### src/rtl/grf_wport_arb.sv
// grf_wport_arb: shares the single GRF write port between the WB stage and
// the multiply/divide unit. WB always wins. MDU results queue in a small
// FIFO and drain into idle write slots. A starvation counter raises
// stall_req when a queued result has been blocked for too long.
module grf_wport_arb #(
  parameter int DEPTH        = 2,
  parameter int STARVE_LIMIT = 4
) (
  input  logic        clk,
  input  logic        reset,
  input  logic        wb_we,
  input  logic [4:0]  wb_addr,
  input  logic [31:0] wb_data,
  input  logic [31:0] wb_pc,
  input  logic        md_valid,
  output logic        md_ready,
  input  logic [4:0]  md_addr,
  input  logic [31:0] md_data,
  input  logic [31:0] md_pc,
  output logic        grf_we,
  output logic [4:0]  grf_a3,
  output logic [31:0] grf_wd,
  output logic [31:0] grf_pc,
  output logic [31:0] busy_mask,
  output logic        stall_req
);

  localparam int AW = (DEPTH > 1) ? $clog2(DEPTH) : 1;
  localparam logic [AW:0] FULL_CNT = (AW+1)'(DEPTH);
  localparam logic [3:0]  LIMIT    = 4'(STARVE_LIMIT);

  logic [DEPTH-1:0] vld;
  logic [4:0]       addr_q [DEPTH];
  logic [31:0]      data_q [DEPTH];
  logic [31:0]      pc_q   [DEPTH];
  logic [AW-1:0]    wr_ptr;
  logic [AW-1:0]    rd_ptr;
  logic [AW:0]      count;
  logic [3:0]       starve_cnt;

  logic wb_live;
  logic head_present;
  logic head_vld;
  logic pop;
  logic push;
  logic push_store;
  logic blocked;

  assign wb_live      = wb_we && (wb_addr != 5'd0);
  assign head_present = (count != '0);
  assign head_vld     = head_present && vld[rd_ptr];
  // A squashed head is dropped even while WB owns the port; a valid head
  // only leaves when it is actually granted.
  assign pop          = head_present && (!vld[rd_ptr] || !wb_live);
  assign md_ready     = (count != FULL_CNT);
  assign push         = md_valid && md_ready;
  assign push_store   = push && (md_addr != 5'd0);
  // A head about to be squashed by this WB write is not counted as starving.
  assign blocked      = head_vld && wb_live && (addr_q[rd_ptr] != wb_addr);
  assign stall_req    = (starve_cnt == LIMIT);

  // Write-port grant: WB first, then a valid FIFO head, otherwise idle.
  always_comb begin
    grf_we = 1'b0;
    grf_a3 = 5'd0;
    grf_wd = 32'd0;
    grf_pc = 32'd0;
    if (reset) begin
      if (wb_live) begin
        grf_we = 1'b1;
        grf_a3 = wb_addr;
        grf_wd = wb_data;
        grf_pc = wb_pc;
      end else if (head_vld) begin
        grf_we = 1'b1;
        grf_a3 = addr_q[rd_ptr];
        grf_wd = data_q[rd_ptr];
        grf_pc = pc_q[rd_ptr];
      end
    end
  end

  // Pending-write mask from the stored valid entries only.
  always_comb begin
    busy_mask = 32'd0;
    for (int i = 0; i < DEPTH; i++) begin
      if (vld[i]) busy_mask[addr_q[i]] = 1'b1;
    end
  end

  // FIFO control: valid bits, pointers and occupancy.
  always_ff @(posedge clk or negedge reset) begin
    if (!reset) begin
      vld    <= '0;
      wr_ptr <= '0;
      rd_ptr <= '0;
      count  <= '0;
    end else begin
      // Squash first so an entry enqueued this edge with the same address
      // survives.
      for (int i = 0; i < DEPTH; i++) begin
        if (wb_live && (addr_q[i] == wb_addr)) vld[i] <= 1'b0;
      end
      if (pop) begin
        vld[rd_ptr] <= 1'b0;
        rd_ptr      <= rd_ptr + 1'b1;
      end
      if (push_store) begin
        vld[wr_ptr] <= 1'b1;
        wr_ptr      <= wr_ptr + 1'b1;
      end
      case ({push_store, pop})
        2'b10:   count <= count + 1'b1;
        2'b01:   count <= count - 1'b1;
        default: count <= count;
      endcase
    end
  end

  // FIFO payload storage; contents are qualified by the valid bits.
  always_ff @(posedge clk) begin
    if (push_store) begin
      addr_q[wr_ptr] <= md_addr;
      data_q[wr_ptr] <= md_data;
      pc_q[wr_ptr]   <= md_pc;
    end
  end

  // Starvation counter: saturating count of cycles the valid head is blocked.
  always_ff @(posedge clk or negedge reset) begin
    if (!reset) begin
      starve_cnt <= 4'd0;
    end else if (blocked) begin
      if (starve_cnt != LIMIT) starve_cnt <= starve_cnt + 4'd1;
    end else begin
      starve_cnt <= 4'd0;
    end
  end

endmodule

### config.mk
export PLATFORM = sky130hd
export DESIGN_NAME = grf_wport_arb
export DESIGN_NICKNAME = d
export VERILOG_FILES = /design/src/rtl/grf_wport_arb.sv
export SDC_FILE = /design/constraint.sdc
export NUM_CORES = 1
export LEC_CHECK = 0
export CAP_MARGIN = 20
export CORE_MARGIN = 4
export CORE_UTILIZATION = 50
export CTS_CLUSTER_DIAMETER = 40
export DETAILED_ROUTE_END_ITERATION = 12
export DONT_BUFFER_PORTS = 1
export GPL_TIMING_DRIVEN = 0
export HOLD_SLACK_MARGIN = 0.08
export PLACE_DENSITY_LB_ADDON = 0.2
export SKIP_LAST_GASP = 1
export SLEW_MARGIN = 20
export SYNTH_ARGS = -nofsm -noshare
export SYNTH_HDL_FRONTEND = slang
export SYNTH_SLANG_ARGS = --single-unit
### constraint.sdc
create_clock -name clk -period 10.6 [get_ports clk]
set_clock_uncertainty 0.05 [all_clocks]
set_input_delay 3.18 -clock clk [delete_from_list [all_inputs] [get_ports clk]]
set_output_delay 3.18 -clock clk [all_outputs]
set_load 0.01 [all_outputs]
# Yosys cells after proc, flatten, opt, wreduce, memory -nomap -nowiden
# Memory sizes are Yosys's and may differ from the RTL's.
# Cells that the tools add are included.
[classes]
n_reduce_logical = 20
n_eq_ne = 9
bitwise = 4
muxes = 33
addsub = 5
magnitude_cmp = 8
[ops]
columns = ["op", "count"]
rows = [
  ["$mux W32", 8],
  ["$or A32 B32 Y32", 1],
  ["$mux W5", 3],
  ["$logic_and A1 B1 Y1", 13],
  ["$mux W1", 13],
  ["$lt A5 B6 Y1 const B", 2],
  ["$demux W1 S5", 2],
  ["$eq A5 B5 Y1", 2],
  ["$ge A5 B1 Y1 const B", 2],
  ["$reduce_bool A5 Y1", 2],
  ["$mux W4", 2],
  ["$ne A5 B5 Y1", 1],
  ["$add A4 B1 Y4 const B", 1],
  ["$eq A4 B3 Y1 const B", 1],
  ["$lt A1 B2 Y1 const B", 2],
  ["$mux W2", 2],
  ["$ne A4 B3 Y1 const B", 1],
  ["$pmux W2 S2", 1],
  ["$reduce_bool A2 Y1", 2],
  ["$add A1 B1 Y1 const B", 2],
  ["$add A2 B1 Y2 const B", 1],
  ["$and A2 B2 Y2", 1],
  ["$demux W1 S1", 2],
  ["$eq A2 B1 Y1 const B", 1],
  ["9 further kinds", 11],
]
[word_totals]
regBits = 10
ram_bits = 138
memories = 3
input_bits = 142
[memory_table]
columns = ["name", "depth", "word_bits", "rd", "rd_clocked_by_memory_dff", "write_ports", "line_no", "text"]
rows = [
  ["data_q", 2, 32, 1, 0, 1, "34", "logic [31:0] data_q [DEPTH];"],
  ["pc_q", 2, 32, 1, 0, 1, "35", "logic [31:0] pc_q [DEPTH];"],
  ["addr_q", 2, 5, 3, 0, 1, "33", "logic [4:0] addr_q [DEPTH];"],
]

# Depth between registers and ports, before layout
# Gate-level depths: netlist (run 1).
[logic_depth]
ltp_word = 9
depth_mapped = 9
mapped_depth_nobuf = 8

# Worst setup path before layout (run 1)
# OpenSTA, ideal clock, no wires.
[synth_path]
path_kind = "in2out"
startpoint = "input port wb_addr[0]"
endpoint = "output port grf_pc[0]"
required_time_ps = 7370
cell_stages = 6
setup_slack_ps = 2749
arrival_ps = 4621
path_cell_list = "or4_1 > o21ai_2 > buf_4 > buf_6 > nor2_1 > a211oi_1"
[synth_between]
elab_chain_cells = 4
[synth_rtl]
columns = ["element", "line_no", "text"]
rows = [
  ["start: declaration", "12", "input logic [4:0] wb_addr,"],
  ["$reduce_bool A5 Y1", "49", "assign wb_live = wb_we && (wb_addr != 5'd0);"],
  ["$logic_and A1 B1 Y1", "49", ""],
  ["$mux W32", "69", "if (wb_live) begin"],
  ["$mux W32", "68", "if (reset) begin"],
  ["end: declaration", "23", "output logic [31:0] grf_pc,"],
]
# Every way passes these cells.

# Worst setup path in the final report (run 1)
[layout_path]
startpoint = "input port wb_addr[0]"
endpoint = "output port grf_wd[28]"
[layout_between]
elab_chain_cells = 4
[layout_rtl]
columns = ["element", "line_no", "text"]
rows = [
  ["$reduce_bool A5 Y1", "49", ""],
  ["$logic_and A1 B1 Y1", "49", ""],
  ["$mux W32", "69", ""],
  ["$mux W32", "68", ""],
  ["end: declaration", "22", "output logic [31:0] grf_wd,"],
]
# Every way passes these cells.

==> results of run 1 <==
[through the flow]
stage	std cells	util
floorplan	522	-
global placement	698	0.5325
detailed placement	704	0.5448
CTS	735	0.5889
global route	735	0.5889
finish	735	0.5889
[final timing paths]
path,from,to,slack [ns],depth (start not counted)
hold / removal,count[1]$_DFFE_PN0P_,count[1]$_DFFE_PN0P_,0.49,1
setup / recovery,wb_addr[0],grf_wd[28],2.28,5
max in group asynchronous,reset,vld[0]$_DFF_PN0_,8.02,0
hold reg to reg,count[1]$_DFFE_PN0P_,count[1]$_DFFE_PN0P_,0.49,1
setup reg to reg,count[0]$_DFFE_PN0P_,pc_q[1][1]$_DFFE_PP_,8.16,5
min in group asynchronous,reset,vld[1]$_DFF_PN0_,2.41,0
[metal layers]
metal  global-route usage  vias to the layer above  part of all wire
li1                     -                     2077                 -
met1               0.2573                     2198              0.39
met2               0.3505                      234              0.50
met3              0.08443                       27             0.089
met4              0.07781                        0             0.021
met5                    0                        -                 0
[kinds of logic (layout without fill, tap and decap cells)]
logic type,Yosys count,count (layout),synth area share
AOI/OAI and AO/OA,116,116,0.1180
xor gates and xnor gates,22,22,0.02786
adders and majority gates,3,3,0.005428
buffers and inverters,45,82,0.03148
DFF,148,148,0.6354
muxes,72,72,0.1046
and+or+nand+nor,116,116,0.07726
[state kept, by name, indices dropped and copies added (netlist names)]
register,cells
count,2
wr_ptr,1
rd_ptr,1
data_q,64
addr_q,10
starve_cnt,4
pc_q,64
vld,2
[placed cells by master (no fill, tap or decap), types with 3 or more instances in the layout]
cell,Yosys,final
sky130_fd_sc_hd__clkbuf_16,0,17
sky130_fd_sc_hd__bufinv_16,0,3
sky130_fd_sc_hd__a21oi_1,4,4
sky130_fd_sc_hd__o22ai_1,35,35
sky130_fd_sc_hd__or3b_2,5,5
sky130_fd_sc_hd__buf_4,3,3
sky130_fd_sc_hd__buf_2,12,12
sky130_fd_sc_hd__xor2_1,6,6
sky130_fd_sc_hd__dfrtp_1,10,10
sky130_fd_sc_hd__nand2_1,3,3
sky130_fd_sc_hd__buf_6,3,3
sky130_fd_sc_hd__edfxtp_1,138,138
sky130_fd_sc_hd__nand3_1,10,10
sky130_fd_sc_hd__inv_1,6,6
sky130_fd_sc_hd__clkinvlp_4,0,3
sky130_fd_sc_hd__mux2i_1,70,70
sky130_fd_sc_hd__nor2_1,79,77
sky130_fd_sc_hd__buf_16,0,4
sky130_fd_sc_hd__ha_1,3,3
sky130_fd_sc_hd__a211oi_1,69,69
sky130_fd_sc_hd__clkbuf_1,20,22
sky130_fd_sc_hd__nand3b_1,11,11
sky130_fd_sc_hd__clkinv_4,0,3
sky130_fd_sc_hd__xnor2_1,16,16
[power by group]
group / total (mW) / switching, mW / internal [mW]
clock network: 0.595 / 0.226 / 0.369
registers: 0.841 / 0.0470 / 0.795
logic: 0.636 / 0.400 / 0.236
[area by class of cell]
| class | instances | area share |
|---|---|---|
| plain buffers | 39 | 0.02473 |
| clock buffers | 19 | 0.05486 |
| clock inverters | 12 | 0.01998 |
| inverters | 6 | 0.002854 |
| multi-input cells | 329 | 0.2938 |
| flip-flops and latches | 148 | 0.5568 |
| well taps | 176 | 0.02791 |
| repair buffers | 6 | 0.01903 |
==> load_flow_metrics.sql, run 1 <==
INSERT INTO impl_metrics (metric_group, metric, value, unit) VALUES
('status', 'run_status', 'complete, no violations', ''),
('floorplan', 'die_area', '15780', 'sq um'),
('power', 'cellLeakagePower', '2.745', 'nW'),
('run', 'cap_violations', '0', ''),
('yosys', 'synth_edf_count', '138', ''),
('sta', 'fin_hold_ws', '0.4877', 'ns'),
('setup_path', 'critical_path.max_stage_delay', '0.57', 'ns'),
('power', 'fin_total_pwr', '2.073', 'mW'),
('final_layout', 'finish.net_count', '692', ''),
('yosys', 'synth-warning-count', '0', ''),
('clocking', 'cts.htree.levels', '4', ''),
('setup_path', 'cp_cell_sequence', 'or4_1 -> o21ai_2 -> buf_4 -> clkbuf_1 -> a211oi_1', ''),
('setup_path', 'timing.critical_path.required', '7.37', 'ns'),
('detailed_routing', 'ant_nets', '0', ''),
('final_layout', 'area_delta_synth_final', '14.11', '%'),
('final_layout', 'diodes', '0', ''),
('sta', 'max_freq', '0.1201', 'GHz'),
('sta', 'period_share', '0.7854', ''),
('clocking', 'cts_tree', 'yes', ''),
('clocking', 'numClockSinks', '148', ''),
('final_layout', 'count_of_fill_cells_added_during_filler_insertion', '1072', ''),
('detailed_routing', 'route.final.wire_length', '16.91', 'mm'),
('sta', 'report.final.setup_viol', '0', ''),
('final_layout', 'area.sequential', '4394', 'sq um'),
('yosys', 'synth_most_common_cell', 'sky130_fd_sc_hd__edfxtp_1', ''),
('clocking', 'clock_path_buffers', '2', ''),
('yosys', 'synth.top_cell.area_share', '0.5992', ''),
('global_route', 'grtUsageTotal', '0.2140', ''),
('detailed_routing', 'drcViolationCount', '0', ''),
('global_route', 'grt_pass1_vias', '4637', ''),
('yosys', 'yosys_register_bits', '148', ''),
('global_route', 'globalRouteOverflowTotal', '0', ''),
('floorplan', 'overall_die_height', '125.6', 'um'),
('sta', 'finalHoldViolCount', '0', ''),
('detailed_routing', 'detailed_route_vias_per_instance', '6.171', ''),
('yosys', 'synth_ff_type', 'sky130_fd_sc_hd__edfxtp_1', ''),
('clocking', 'number_of_setup_buffers_added_after_cts', '0', ''),
('clocking', 'cts_resized', '0', ''),
('yosys', 'synth.cell_area', '6915', 'sq um'),
('power', 'ir_drop', '193.8', 'uV'),
('yosys', 'ys_seq_area_frac', '0.6354', ''),
('place', 'count_of_input_and_output_buffers', '0', ''),
('global_route', 'wire_length_of_the_first_global_routing_pass', '26.06', 'mm'),
('sta', 'timing_worst_slew_pin_value', '0.7911', 'ns'),
('yosys', 'mappedNetlistNets', '667', ''),
('setup_path', 'startpoint_type', 'input pin', ''),
('yosys', 'avgSynthCellArea', '13.25', 'sq um'),
('setup_path', 'timing.critical_path.to_type', 'output pin', ''),
('floorplan', 'initial_utilization', '0.5161', ''),
('power', 'power_density', '262.7', 'nW/um^2'),
('floorplan', 'rows', '42', ''),
('sta', 'relSlewSlack', '0.4726', ''),
('sta', 'finalCriticalPeriod', '8.325', 'ns'),
('yosys', 'share_of_flip_flops_with_an_asynchronous_set_or_reset_after_synthesis', '0.06757', ''),
('yosys', 'most_common_library_cells_after_synthesis', '138 x sky130_fd_sc_hd__edfxtp_1, 79 x sky130_fd_sc_hd__nor2_1, 70 x sky130_fd_sc_hd__mux2i_1', ''),
('sta', 'drv_slew', '0', ''),
('clocking', 'clock_latency', '0.41', 'ns'),
('setup_path', 'worst-path-max-fanout', '10', ''),
('sta', 'finalWorstSetupSlack', '2.275', 'ns'),
('floorplan', 'dieWidth', '125.6', 'um'),
('setup_path', 'critPathKind', 'in -> out', ''),
('clocking', 'cts_made_buffers', '17', ''),
('setup_path', 'timing.critical_path.arrival', '5.09', 'ns'),
('sta', 'finalSetupTns', '0', 'ns'),
('final_layout', 'multiInputGateArea', '2318', 'sq um'),
('sta', 'setup_repair_after_global_routing_missed_its_margin', 'no', ''),
('floorplan', 'ioPinCount', '246', ''),
('detailed_routing', 'dr_total_vias', '4536', ''),
('setup_path', 'critPathSlowestCell', 'sky130_fd_sc_hd__or4_1', ''),
('floorplan', 'core_area', '13400', 'sq um'),
('global_route', 'grt_max_degree', '26', '');
No activity file was read; power rests on OpenSTA's default activity.
==> run 2, diff against run 1 <==
==> constraint.sdc (replaced) <==
create_clock -name clk -period 7.36 [get_ports clk]
set_clock_uncertainty 0.05 [all_clocks]
set_input_delay 2.208 -clock clk [delete_from_list [all_inputs] [get_ports clk]]
set_output_delay 2.208 -clock clk [all_outputs]
set_load 0.01 [all_outputs]
==> results of run 2 <==
The final DEF is identical to that of run 1. Status: complete, no violations.
Main changes from that run: setup slack after placement 2.285 ns -> 0.9888 ns; setup slack after layout 2.275 ns -> 0.9791 ns; register-to-register setup slack 8.16 ns -> 4.92 ns; total power 2.073 mW -> 2.985 mW; worst IR drop on VDD 193.8 uV -> 279.1 uV
